$ cat src/rtl/mod_sub24_pipe.sv
// Two-stage pipelined subtractor: raw WIDTH-bit a - b - borrow_in, or (a - b) mod MOD.
// Stage 1 does a segmented borrow-lookahead subtract; stage 2 applies the modular correction.
module mod_sub24_pipe #(
  parameter int               WIDTH = 24,
  parameter logic [WIDTH-1:0] MOD   = WIDTH'(786433)
) (
  input  logic             clk,
  input  logic             rst_n,
  input  logic             in_valid,
  output logic             in_ready,
  input  logic [WIDTH-1:0] a_in,
  input  logic [WIDTH-1:0] b_in,
  input  logic             borrow_in,
  input  logic             mod_en,
  output logic             out_valid,
  input  logic             out_ready,
  output logic [WIDTH-1:0] diff,
  output logic             borrow_out,
  output logic             range_err,
  input  logic             err_clr
);

  localparam int SEG  = 6;
  localparam int NSEG = WIDTH / SEG;

  // Pipeline state
  logic             s1_valid_q, s1_valid_d;
  logic [WIDTH-1:0] s1_d_q, s1_d_d;
  logic             s1_borrow_q, s1_borrow_d;
  logic             s1_mod_q, s1_mod_d;
  logic             s2_valid_q, s2_valid_d;
  logic [WIDTH-1:0] s2_diff_q, s2_diff_d;
  logic             s2_borrow_q, s2_borrow_d;
  logic             range_err_q, range_err_d;

  // Handshake
  logic in_fire;
  logic s2_adv;
  logic s2_load;

  assign s2_adv   = !s2_valid_q || out_ready;
  assign in_ready = !s1_valid_q || s2_adv;
  assign in_fire  = in_valid && in_ready;
  assign s2_load  = s1_valid_q && s2_adv;

  // Segment generate/propagate and borrow lookahead
  logic             bin_eff;
  logic [NSEG-1:0]  seg_g;
  logic [NSEG-1:0]  seg_p;
  logic [NSEG-1:0]  seg_bo;
  logic [NSEG-1:0]  seg_bi;
  logic             la_bo;
  logic             la_chain_p;

  assign bin_eff = mod_en ? 1'b0 : borrow_in;

  for (genvar gi = 0; gi < NSEG; gi++) begin : g_seg
    logic [SEG-1:0] a_seg;
    logic [SEG-1:0] b_seg;
    assign a_seg     = a_in[gi*SEG +: SEG];
    assign b_seg     = b_in[gi*SEG +: SEG];
    assign seg_g[gi] = a_seg < b_seg;
    assign seg_p[gi] = a_seg == b_seg;
    if (gi == 0) begin : g_first
      assign seg_bi[gi] = bin_eff;
    end else begin : g_rest
      assign seg_bi[gi] = seg_bo[gi-1];
    end
    assign s1_d_d[gi*SEG +: SEG] = a_seg - b_seg - {{(SEG-1){1'b0}}, seg_bi[gi]};
  end

  // Each segment's borrow-out is a flat OR of generate terms gated by higher propagates,
  // so no segment waits on its neighbour's result.
  always_comb begin
    seg_bo     = '0;
    la_bo      = 1'b0;
    la_chain_p = 1'b0;
    for (int s = 0; s < NSEG; s++) begin
      la_bo      = seg_g[s];
      la_chain_p = seg_p[s];
      for (int j = s - 1; j >= 0; j--) begin
        la_bo      = la_bo | (la_chain_p & seg_g[j]);
        la_chain_p = la_chain_p & seg_p[j];
      end
      la_bo     = la_bo | (la_chain_p & bin_eff);
      seg_bo[s] = la_bo;
    end
  end

  assign s1_borrow_d = seg_bo[NSEG-1];
  assign s1_mod_d    = mod_en;

  // Next-state logic
  always_comb begin
    s1_valid_d  = s1_valid_q;
    s2_valid_d  = s2_valid_q;
    s2_diff_d   = s2_diff_q;
    s2_borrow_d = s2_borrow_q;
    range_err_d = range_err_q;

    if (in_fire) begin
      s1_valid_d = 1'b1;
    end else if (s2_load) begin
      s1_valid_d = 1'b0;
    end

    if (s2_load) begin
      s2_valid_d  = 1'b1;
      s2_diff_d   = (s1_mod_q && s1_borrow_q) ? s1_d_q + MOD : s1_d_q;
      s2_borrow_d = s1_borrow_q;
    end else if (out_ready) begin
      s2_valid_d = 1'b0;
    end

    // A new error in the same cycle as a clear keeps the flag set.
    if (err_clr) begin
      range_err_d = 1'b0;
    end
    if (in_fire && mod_en && ((a_in >= MOD) || (b_in >= MOD))) begin
      range_err_d = 1'b1;
    end
  end

  always_ff @(posedge clk or negedge rst_n) begin
    if (!rst_n) begin
      s1_valid_q  <= 1'b0;
      s1_d_q      <= '0;
      s1_borrow_q <= 1'b0;
      s1_mod_q    <= 1'b0;
      s2_valid_q  <= 1'b0;
      s2_diff_q   <= '0;
      s2_borrow_q <= 1'b0;
      range_err_q <= 1'b0;
    end else begin
      s1_valid_q  <= s1_valid_d;
      s2_valid_q  <= s2_valid_d;
      s2_diff_q   <= s2_diff_d;
      s2_borrow_q <= s2_borrow_d;
      range_err_q <= range_err_d;
      if (in_fire) begin
        s1_d_q      <= s1_d_d;
        s1_borrow_q <= s1_borrow_d;
        s1_mod_q    <= s1_mod_d;
      end
    end
  end

  assign out_valid  = s2_valid_q;
  assign diff       = s2_diff_q;
  assign borrow_out = s2_borrow_q;
  assign range_err  = range_err_q;

endmodule

$ cat config.mk
export PLATFORM = sky130hd
export DESIGN_NAME = mod_sub24_pipe
export DESIGN_NICKNAME = d
export VERILOG_FILES = /design/src/rtl/mod_sub24_pipe.sv
export SDC_FILE = /design/constraint.sdc
export NUM_CORES = 1
export LEC_CHECK = 0
export BUFFER_PORTS_ARGS = -buffer_cell sky130_fd_sc_hd__buf_2
export CAP_MARGIN = 20
export CORE_ASPECT_RATIO = 1.4
export CORE_UTILIZATION = 35
export CTS_CLUSTER_DIAMETER = 150
export CTS_CLUSTER_SIZE = 8
export DETAILED_ROUTE_END_ITERATION = 12
export SYNTH_ARGS = -nofsm -noshare
export SYNTH_HDL_FRONTEND = slang
export SYNTH_SLANG_ARGS = --single-unit
$ cat constraint.sdc
create_clock -name clk -period 2.15 [get_ports clk]
set_input_delay 0.1075 -clock clk [delete_from_list [all_inputs] [get_ports clk]]
set_output_delay 0.1075 -clock clk [all_outputs]
set_load 0.02 [all_outputs]
# After elaboration in Yosys (flattened, before gate mapping)
# Index checks and enable logic that the tools add are counted.
[classes] eq_ne=4 n_bitwise=26 n_mux=8 addsub=9 order_cmp=6 reduce_logical=13
[op_table] cell=">= comparator 24 x 20 -> 1 bit, second input constant" n=2
[op_table] cell="adder 24 x 20 -> 24 bit, second input constant" n=1
[op_table] cell="equality test 6 bit" n=4
[op_table] cell="less-than comparator 6 bit" n=4
[op_table] cell="2-to-1 mux 24 bit" n=1
[op_table] cell="subtractor 6 x 1 -> 6 bit" n=4
[op_table] cell="subtractor 6 bit" n=4
[op_table] cell="bitwise AND 1 bit" n=16
[op_table] cell="OR 1 bit" n=10
[op_table] cell="2-to-1 mux 1 bit" n=7
[op_table] cell="nonzero test 2 bit" n=3
[op_table] cell="logical AND 1 bit" n=5
[op_table] cell="logical OR 1 bit" n=3
[op_table] cell="zero test 1 bit" n=2
[totals] elab_cells=74 regBits=54 input_bits=55 out_inout_bits=28

# Longest topological paths before layout
# Gate-level depths: netlist (run 1).
[depth] word_depth=7 depth_mapped=16

# Worst setup path before layout (run 1)
# OpenSTA, ideal clock, no wires.
[synth_timing] kind="input port to flip-flop" from="in b_in[1]" to="reg s1_d_q[22]" required_ns=2.017 n_path_buf=0 setup_time_ns=0.133 path_stages=15 arrival_ns=3.198 setup_slack_ns=-1.181 path_cell_list="inv_1 -> ha_1 -> nand3_1 -> or2_2 -> o22ai_1 -> a41oi_1 -> o21bai_1 -> fa_1 -> ha_1 -> or2_2 -> fa_1 -> nand2b_1 -> a21oi_1 -> xor2_1 -> o21ai_0"
[synth_between] elab_chain_len=5 word_cells_on_any_way=8 classes_between="add/sub: 1; order compare: 1; eq/ne: 1; bitwise: 5"
[synth_lines] item="start, declared" line="12" source="input logic [WIDTH-1:0] b_in,"
[synth_lines] item="less-than comparator 6 bit / equality test 6 bit (equally long branches)" line="62, 63"
[synth_lines] item="bitwise AND 1 bit, on equally long branches" line="82, 83"
[synth_lines] item="OR 1 bit / bitwise AND 1 bit (equally long branches)" line="82, 85"
[synth_lines] item="OR 1 bit (*)" line="85" source="la_bo = la_bo | (la_chain_p & bin_eff);"
[synth_lines] item="subtractor 6 x 1 -> 6 bit (*)" line="69" source="assign s1_d_d[gi*SEG +: SEG] = a_seg - b_seg - {{(SEG-1){1'b0}}, seg_bi[gi]};"
[synth_lines] item="end signal, assigned" line="127" source="s1_d_q <= '0;"
[synth_lines] item="end signal, assigned" line="141" source="s1_d_q <= s1_d_d;"
[synth_lines] item="end, declared" line="28" source="logic [WIDTH-1:0] s1_d_q, s1_d_d;"
# Every way passes the cells marked *; elsewhere a longest branch is shown, timed or not.
# A chain may end at the register's enable or synchronous reset.

# Final worst setup path (run 1)
[layout_timing] from="in b_in[0]" to="reg s1_d_q[22]"
# Same word-level chain as after synthesis.

==> impl_metrics.tcl, run 1 <==
set metrics [dict create \
    outcome "finished, violations left" \
    violations "setup timing" \
    p_sw_uw 1520 \
    rsz0062_at_grt "yes" \
    hp-start "in_valid" \
    fp.dieW_um 95.0 \
    grt_first_pass_wirelength_mm 17.6 \
    setup_viol 12 \
    start_kind "input pin" \
    grt_start_max_net_pins 40 \
    drive_above_1_share 0.354 \
    h-tree-depth 2 \
    place_area_mm2 0.00556 \
    wl_per_cell_um 13.3 \
    p_leak_uw 0.00294 \
    yosysSeqAreaShare 0.319 \
    synth-seq-cells 54 \
    intPower_uw 2650 \
    peakVddDrop_v 0.000375 \
    rrSetupSlack_ns 0.22 \
    worstPathRequired_ns 2.33 \
    fmax_mhz 344 \
    clkSinkCount 54 \
    reg2reg_from "s1_d_q[11]" \
    grt_pass1_vias 3798 \
    die-area_mm2 0.0126 \
    rr_worst_depth 5 \
    min_period_ns 2.91 \
    rows 47 \
    postSynthNetCount 619 \
    areaGrowthSynthToFinish_pct 42.3 \
    worstPathArrival_ns 3.09 \
    grt_use_total 0.176 \
    clk_pin_slew_worst_paths_ns 0.07 \
    vias 3853 \
    grt_antenna_before_repair 0 \
    initial_core_util 0.359 \
    nets 773 \
    cts.root.buffer_cell "clkbuf_16" \
    p_seq_frac 0.361 \
    die_h_um 132 \
    postRouteAntennaNets 0 \
    slew_violations 0 \
    clk_path_buf_depth 2 \
    min_to "s1_valid_q" \
    p_comb_frac 0.417 \
    drc 0 \
    clock_skew_ns 0.0121 \
    ioPinCount 83 \
    async_flop_share 1.00 \
    clock_latency_ns 0.30 \
    slew_headroom 0.579 \
    swShare 0.365 \
    via_per_inst 4.80 \
    timing_hold_violations_final 0 \
    ys.flop_type "dfrtp_1" \
    hpwl_mm 8.90 \
    cap_viol_max_count 0 \
    crit_fanout 3 \
    setup_ws_ns -0.757 \
    synthCells 501 \
    final_area_mm2 0.00603 \
    ys_warn_count 0 \
    syn_avg_cell_area_um2 8.46 \
    critPathCaptureType "flip-flop" \
    drt_pass1_iterations 4 \
    first_iter_violations 107 \
    synth_edf_count 0 \
    r2r-end "diff[21]" \
    critical_path_class "in2reg" \
    overflow 0 \
    n_antenna_cell 0 \
    gp_congestion 0.867 \
    ys_types 50 \
    worst_pin_slew_ns 0.631 \
    holdCritPathClass "in2reg" \
    core_mm2 0.0118 \
    io_buffers 82 \
    synthesis.area_mm2 0.00424 \
    finalPower_uw 4170 \
    post-place-ws_ns -1.29 \
    hold_depth 2 \
    period_share 1.35 \
    power_density_mw_per_mm2 692 \
    p_clk_frac 0.222 \
    cts_buffers 5 \
    cts_tree "done" \
    wirelength_mm 10.7 \
]
sequential cells by signal, summed over array words and instances, names as in the netlist:
signal	flops
range_err	1
borrow_out	1
out_valid	1
s1_borrow_q	1
diff	24
s1_d_q	24
s1_mod_q	1
s1_valid_q	1
stage by stage:
stage	setup TNS, ns	cells	hold WS [ns]	util
floorplan	-5.30	501	-0.188	-
global placement	-11.57	788	0.160	0.470
detailed placement	-12.38	788	0.163	0.470
CTS	-5.34	799	0.0182	0.496
global route	-6.80	803	0.0477	0.510
finish	-5.15	803	0.0196	0.510
final cells by class:
cell class | count | area, um^2
multi-input combinational | 356 | 2930
fill | 1134 | 5790
clock buffer | 5 | 125
clock inverter | 3 | 47.5
sequential | 54 | 1350
tap | 147 | 184
timing repair buffer | 160 | 1070
inverter | 78 | 318
synthesized netlist by cell type, drive strengths merged (4+ instances only):
master	instances	area, um^2
xnor2	15	131
nor4	11	68.8
xor2	16	140
nand4	8	56.3
clkbuf	10	38.8
and4	4	35.0
nor3	8	40.0
and2	4	25.0
a21o	6	45.0
nand3	19	95.1
a21oi	10	50.1
nand2b	10	62.6
nand2	68	255
o21ai	40	200
fa	8	160
o31ai	4	30.0
nor2	19	71.3
inv	78	293
ha	55	688
dfrtp	54	1350
a31oi	13	81.3
kinds of logic (layout without fill, tap and decap cells):
kind of cell             after synthesis  after routing  share of synthesized area
XOR/XNOR                              31             31                     0.0641
flip-flops                            54             54                      0.319
adder cells (fa/ha/maj)               63             63                      0.200
multiplexers                           1              1                    0.00236
AO/OA/AOI/OAI                         94             94                      0.136
buffers and inverters                 91            246                     0.0838
AND/OR/NAND/NOR                      167            167                      0.194
timing repair:
item | CTS | global route
endpoints found under the setup margin | 16 | 15
pin swaps | 21 | 13
cloned | 0 | 0
buffers inserted | 2 | 4
gates resized for setup | 23 | 29
endpoints found under the hold margin | 27 | 0
hold buffers | 1 | 0
worst max-delay path: stages:
cell	delay, ns
buf_4	0.13
ha_4	0.26
nand3_2	0.06
or2_4	0.24
o22ai_4	0.21
a41oi_4	0.17
o21bai_2	0.18
fa_1	0.46
ha_2	0.19
or2_4	0.24
fa_2	0.35
nand2b_4	0.15
a21oi_2	0.13
xor2_1	0.15
o21ai_1	0.07
metal layers:
layer,up-vias,routed length (um),track usage,share of wire
met5,-,0,0,0
met4,0,219,0.0598,0.021
met3,13,267,0.0110,0.025
met2,65,5730,0.321,0.54
met1,1782,4430,0.215,0.42
li1,1993,-,-,-
power groups by stage:
stage               clock network [uW]  registers [uW]  logic [uW]
floorplan                            0            1670         850
global placement                     0            1520        1580
detailed placement                   0            1530        1620
CTS                                946            1510        1670
global route                       989            1550        1940
finish                             925            1510        1740
cell usage in the layout, fill, tap and decap left out, drive strengths merged, types with 13 or more instances in the layout:
cell,netlist,final
nand2,68,68
xor2,16,16
buf,3,159
nor2,19,19
xnor2,15,15
a31oi,13,13
ha,55,55
o21ai,40,40
dfrtp,54,54
inv,78,79
nand3,19,19
worst max path at each step:
stage / from / endpoint / slack [ns] / cells after the start
floorplan: a_in[2] / s1_d_q[22] / -0.87 / 15
global placement: a_in[2] / s1_d_q[22] / -1.23 / 16
detailed placement: a_in[2] / s1_d_q[22] / -1.29 / 16
CTS: a_in[2] / s1_d_q[22] / -0.81 / 16
global route: a_in[2] / s1_d_q[22] / -0.89 / 16
finish: b_in[0] / s1_d_q[22] / -0.76 / 15
Note: power is estimated with default switching activity, not from simulation.
==> run 2, diff against run 1 <==
HOLD_SLACK_MARGIN = 0.15   (was not set)
clock period = 2.84 ns   (was 2.15 ns; I/O delays follow)
==> impl_metrics.tcl, run 2 (same netlist as run 1, synthesis figures left out) <==
set metrics [dict create \
    io_buffers 82 \
    period_share 1.05 \
    first_iter_violations 117 \
    clock_latency_ns 0.29 \
    die_h_um 132 \
    fillers 1138 \
    areaGrowthSynthToFinish_pct 38.4 \
    whs_ns 0.169 \
    critical_path_class "in2reg" \
    wl_met1_mm 4.39 \
    clkSinkCount 54 \
    ioPinCount 83 \
    peakVddDrop_v 0.000250 \
    overflow 0 \
    worst_pin_slew_ns 0.855 \
    clock_skew_ns 0.00724 \
    drive_above_1_share 0.318 \
    finalPower_uw 3050 \
    worstPathCellList "buf_8 -> ha_4 -> nand3b_1 -> a21oi_4 -> o22ai_4 -> a41oi_4 -> buf_6 -> inv_4 -> fa_1 -> inv_1 -> ha_2 -> or2_4 -> fa_2 -> nand2b_4 -> a21oi_2 -> xor2_1 -> o21ai_1" \
    route.met2.wl_mm 5.73 \
    power_density_mw_per_mm2 521 \
    final_cell_mix "buf_2, nand2_1, inv_1" \
    wirelength_mm 10.6 \
    violations "setup timing" \
    p_seq_frac 0.376 \
    crit_fanout 4 \
    slowest_delay_ns 0.52 \
    h-tree-depth 2 \
    n_antenna_cell 0 \
    drt_pass1_iterations 4 \
    intPower_uw 1970 \
    setup_ws_ns -0.145 \
    p_clk_frac 0.225 \
    final_common_cell "buf_2" \
    die-area_mm2 0.0126 \
    cap_viol_max_count 0 \
    cts_tree "done" \
    timing_hold_violations_final 0 \
    setup_tns_ns -0.287 \
    cts_buffers 5 \
    slowest_stage "fa_1" \
    regArea_mm2 0.00135 \
    drc 0 \
    core_mm2 0.0118 \
    postRouteAntennaNets 0 \
    rows 47 \
    p_sw_uw 1090 \
    grt_pass1_vias 3745 \
    min_period_ns 2.99 \
    initial_core_util 0.359 \
    worstPathRequired_ns 3.02 \
    via_per_inst 4.74 \
    grt_antenna_before_repair 0 \
    multiInputGateArea_mm2 0.00283 \
    outcome "finished, violations left" \
    nets 762 \
    slew_violations 0 \
    gp_congestion 0.905 \
    setup_viol 2 \
    rsz0062_at_grt "yes" \
    p_leak_uw 0.00286 \
    holdCritPathClass "in2reg" \
    p_comb_frac 0.398 \
    clk_pin_slew_worst_paths_ns 0.07 \
    fmax_mhz 335 \
    route.met3.wl_um 338 \
    grt_start_max_net_pins 42 \
    grt_use_total 0.181 \
    maxUsedRoutingLayer "met4" \
    vias 3751 \
    final_core_util 0.496 \
    cts.root.buffer_cell "clkbuf_16" \
    grt_first_pass_wirelength_mm 17.6 \
    clk_path_buf_depth 2 \
    hpwl_mm 9.12 \
    critPathCaptureType "flip-flop" \
    slew_headroom 0.430 \
    worstPathArrival_ns 3.16 \
    fp.dieW_um 95.0 \
    post-place-ws_ns -0.680 \
    start_kind "input pin" \
    wl_per_cell_um 13.4 \
    swShare 0.356 \
]
-- run 2: power groups by stage --
stage	combinational, uW	sequential, uW	clock, uW
4_1_cts	1220	1150	708
3_3_place_gp	1150	1160	0
5_1_grt	1370	1190	737
3_5_place_dp	1180	1170	0
2_1_floorplan	634	1260	0
6_report	1220	1150	688
-- run 2: area by class of cell --
type / instances / share of cell area
sequential: 54 / 0.230
inverter: 78 / 0.0555
clock inverter: 1 / 0.00512
tap: 147 / 0.0314
multi-input combinational: 356 / 0.483
timing repair buffer: 149 / 0.171
clock buffer: 6 / 0.0237
-- run 2: worst max-delay path: cells and delay by family --
family | cells | cell delay, ns
AOI/OAI and AO/OA | 5 | 0.71
xor gates and xnor gates | 1 | 0.15
adders and majority gates | 4 | 1.30
buffers and inverters | 4 | 0.33
and+or+nand+nor | 3 | 0.51
-- run 2: metrics by stage --
step / area (um^2) / instances
floorplan: 4470 / 501
global placement: 5460 / 778
detailed placement: 5460 / 778
CTS: 5780 / 790
global route: 5860 / 791
finish: 5860 / 791
-- run 2: worst paths after layout --
| check | cells past startpoint | start | end | slack, ns |
|---|---|---|---|---|
| max in group asynchronous | 3 | rst_n | diff[14] | 1.68 |
| worst max register to register | 5 | s1_d_q[8] | diff[23] | 0.72 |
| min in group asynchronous | 2 | rst_n | range_err | 0.50 |
| worst max-delay path | 17 | b_in[2] | s1_d_q[16] | -0.15 |
| worst min-delay path | 3 | out_ready | out_valid | 0.17 |
| worst min register to register | 2 | diff[2] | diff[2] | 0.47 |
-- run 2: repair_timing --
| action | CTS | global route |
|---|---|---|
| pin swaps | 26 | 26 |
| endpoints found under the setup margin | 6 | 4 |
| cloned | 0 | 0 |
| setup buffers | 3 | 2 |
| gates resized for setup | 25 | 21 |
| endpoints found under the hold margin | 39 | 0 |
| hold buffers | 3 | 0 |
-- run 2: metal layers --
metal	vias to the layer above	track usage
met2	59	0.341
li1	1980	-
met3	9	0.0236
met5	-	0
met1	1703	0.205
met4	0	0.0564
==> run 3, diff against run 2 <==
PLACE_DENSITY_LB_ADDON = 0.15   (was not set)
==> impl_metrics.tcl, run 3 (same netlist as run 1, synthesis figures left out) <==
set metrics [dict create \
    ioPinCount 83 \
    cap_viol_max_count 0 \
    clock_latency_ns 0.29 \
    timing_hold_violations_final 0 \
    r2r-end "diff[23]" \
    hpwl_mm 8.71 \
    vias 3788 \
    rrSetupSlack_ns 0.72 \
    postRouteAntennaNets 0 \
    min_period_ns 2.94 \
    wirelength_mm 10.4 \
    slew_headroom 0.500 \
    gp_congestion 0.858 \
    core_mm2 0.0118 \
    final_cells 800 \
    rsz0062_at_grt "yes" \
    areaGrowthSynthToFinish_pct 40.4 \
    fp.dieW_um 95.0 \
    holdCritPathClass "in2reg" \
    setup_viol 2 \
    nets 770 \
    cpMostUsedCell "o21bai_2" \
    first_iter_violations 116 \
    via_per_inst 4.74 \
    period_share 1.03 \
    final_common_cell "buf_4" \
    p_leak_uw 0.00290 \
    clk_path_buf_depth 2 \
    critPathCaptureType "flip-flop" \
    peakVddDrop_v 0.000255 \
    worstPathRequired_ns 3.00 \
    h-tree-depth 2 \
    worst_pin_slew_ns 0.749 \
    grt_first_pass_wirelength_mm 17.1 \
    outcome "finished, violations left" \
    clkSinkCount 54 \
    overflow 0 \
    power_density_mw_per_mm2 517 \
    worstSetupEndpoint "s1_d_q[22]" \
    drt_pass1_iterations 4 \
    setup_tns_ns -0.139 \
    rr_worst_depth 5 \
    fillers 1151 \
    cts_buffers 5 \
    grt_start_max_net_pins 42 \
    cts.root.buffer_cell "clkbuf_16" \
    slowest_delay_ns 0.46 \
    slew_violations 0 \
    final_cell_mix "buf_4, buf_2, nand2_1" \
    critical_path_class "in2reg" \
    start_kind "input pin" \
    die_h_um 132 \
    worstPathCellList "buf_8 -> buf_4 -> ha_1 -> o21bai_2 -> a221oi_4 -> a41oi_4 -> o21bai_2 -> fa_1 -> ha_2 -> or2_4 -> fa_2 -> nand2b_4 -> a21oi_2 -> xor2_1 -> o21ai_1" \
    grt_use_total 0.172 \
    worstPathArrival_ns 3.10 \
    cts_tree "done" \
    io_buffers 82 \
    fmax_mhz 340 \
    slowest_stage "fa_1" \
    setup_ws_ns -0.0992 \
    rows 47 \
    clock_skew_ns 0.00662 \
    n_antenna_cell 0 \
    crit_fanout 3 \
    whs_ns 0.175 \
    grt_pass1_vias 3710 \
    reg2reg_from "s1_d_q[8]" \
    crit_start "a_in[10]" \
    die-area_mm2 0.0126 \
    drive_above_1_share 0.334 \
    placedCellCount 776 \
    grt_antenna_before_repair 0 \
    clk_pin_slew_worst_paths_ns 0.07 \
    initial_core_util 0.359 \
    violations "setup timing" \
    drc 0 \
    wl_per_cell_um 12.9 \
]
[run 3: cell count changes in the layout (fill, tap and decap cells not counted), sizes merged]
| cell | before | now |
|---|---|---|
| buf | 146 | 153 |
| clkbuf | 6 | 5 |
| clkinv | 0 | 1 |
| dlygate4sd3 | 3 | 4 |
| inv | 78 | 79 |
[run 3: worst min-delay path by stage]
stage,from,endpoint,depth (start not counted)
final,mod_en,s1_mod_q,4
after global routing,mod_en,s1_mod_q,4
after CTS,mod_en,s1_mod_q,4
after detailed placement,rst_n,s1_d_q[23],1
after global placement,rst_n,range_err,1
after floorplan,rst_n,borrow_out,0
[run 3: metal layers]
metal | part of all wire | up-vias | track usage | wire length, um
li1 | - | 1999 | - | -
met4 | 0.020 | 0 | 0.0564 | 204
met2 | 0.52 | 76 | 0.307 | 5380
met3 | 0.028 | 10 | 0.0156 | 293
met1 | 0.43 | 1703 | 0.213 | 4480
met5 | 0 | - | 0 | 0
[run 3: timing repair]
action                     CTS  global route
setup buffers                6             6
hold endpoints to repair    36             0
gates resized for setup     28            22
pin swaps                   27            27
setup endpoints to repair    5             4
hold buffers                 4             0
[run 3: power breakdown]
group          switching (uW)  leakage, uW  internal (uW)
Sequential                174     0.000651            973
Clock                     271    0.0000842            417
Combinational             661      0.00216            581
Total                    1110      0.00290           1970
[run 3: final cells by class]
class,instances,area (um^2),area share
clock buffer,5,125,0.0210
clock inverter,3,43.8,0.00736
inverter,78,325,0.0547
multi-input combinational,356,2860,0.480
sequential,54,1350,0.227
tap,147,184,0.0309
timing repair buffer,157,1060,0.179
[run 3: critical path: cells and delay by family]
kind	cells	cell delay, ns
xor+xnor	1	0.14
fa+ha+maj	4	1.20
compound gates	6	1.00
buf+inv	2	0.23
simple gates	2	0.38
[run 3: stage by stage]
stage / area (um^2) / worst slack (ns) / util / power (uW)
final: 5950 / -0.0992 / 0.503 / 3080
after global routing: 5950 / -0.204 / 0.503 / 3320
after CTS: 5820 / -0.131 / 0.492 / 3090
after detailed placement: 5440 / -0.655 / 0.460 / 2340
after global placement: 5440 / -0.566 / 0.460 / 2310
after floorplan: 4470 / -0.217 / - / 1900
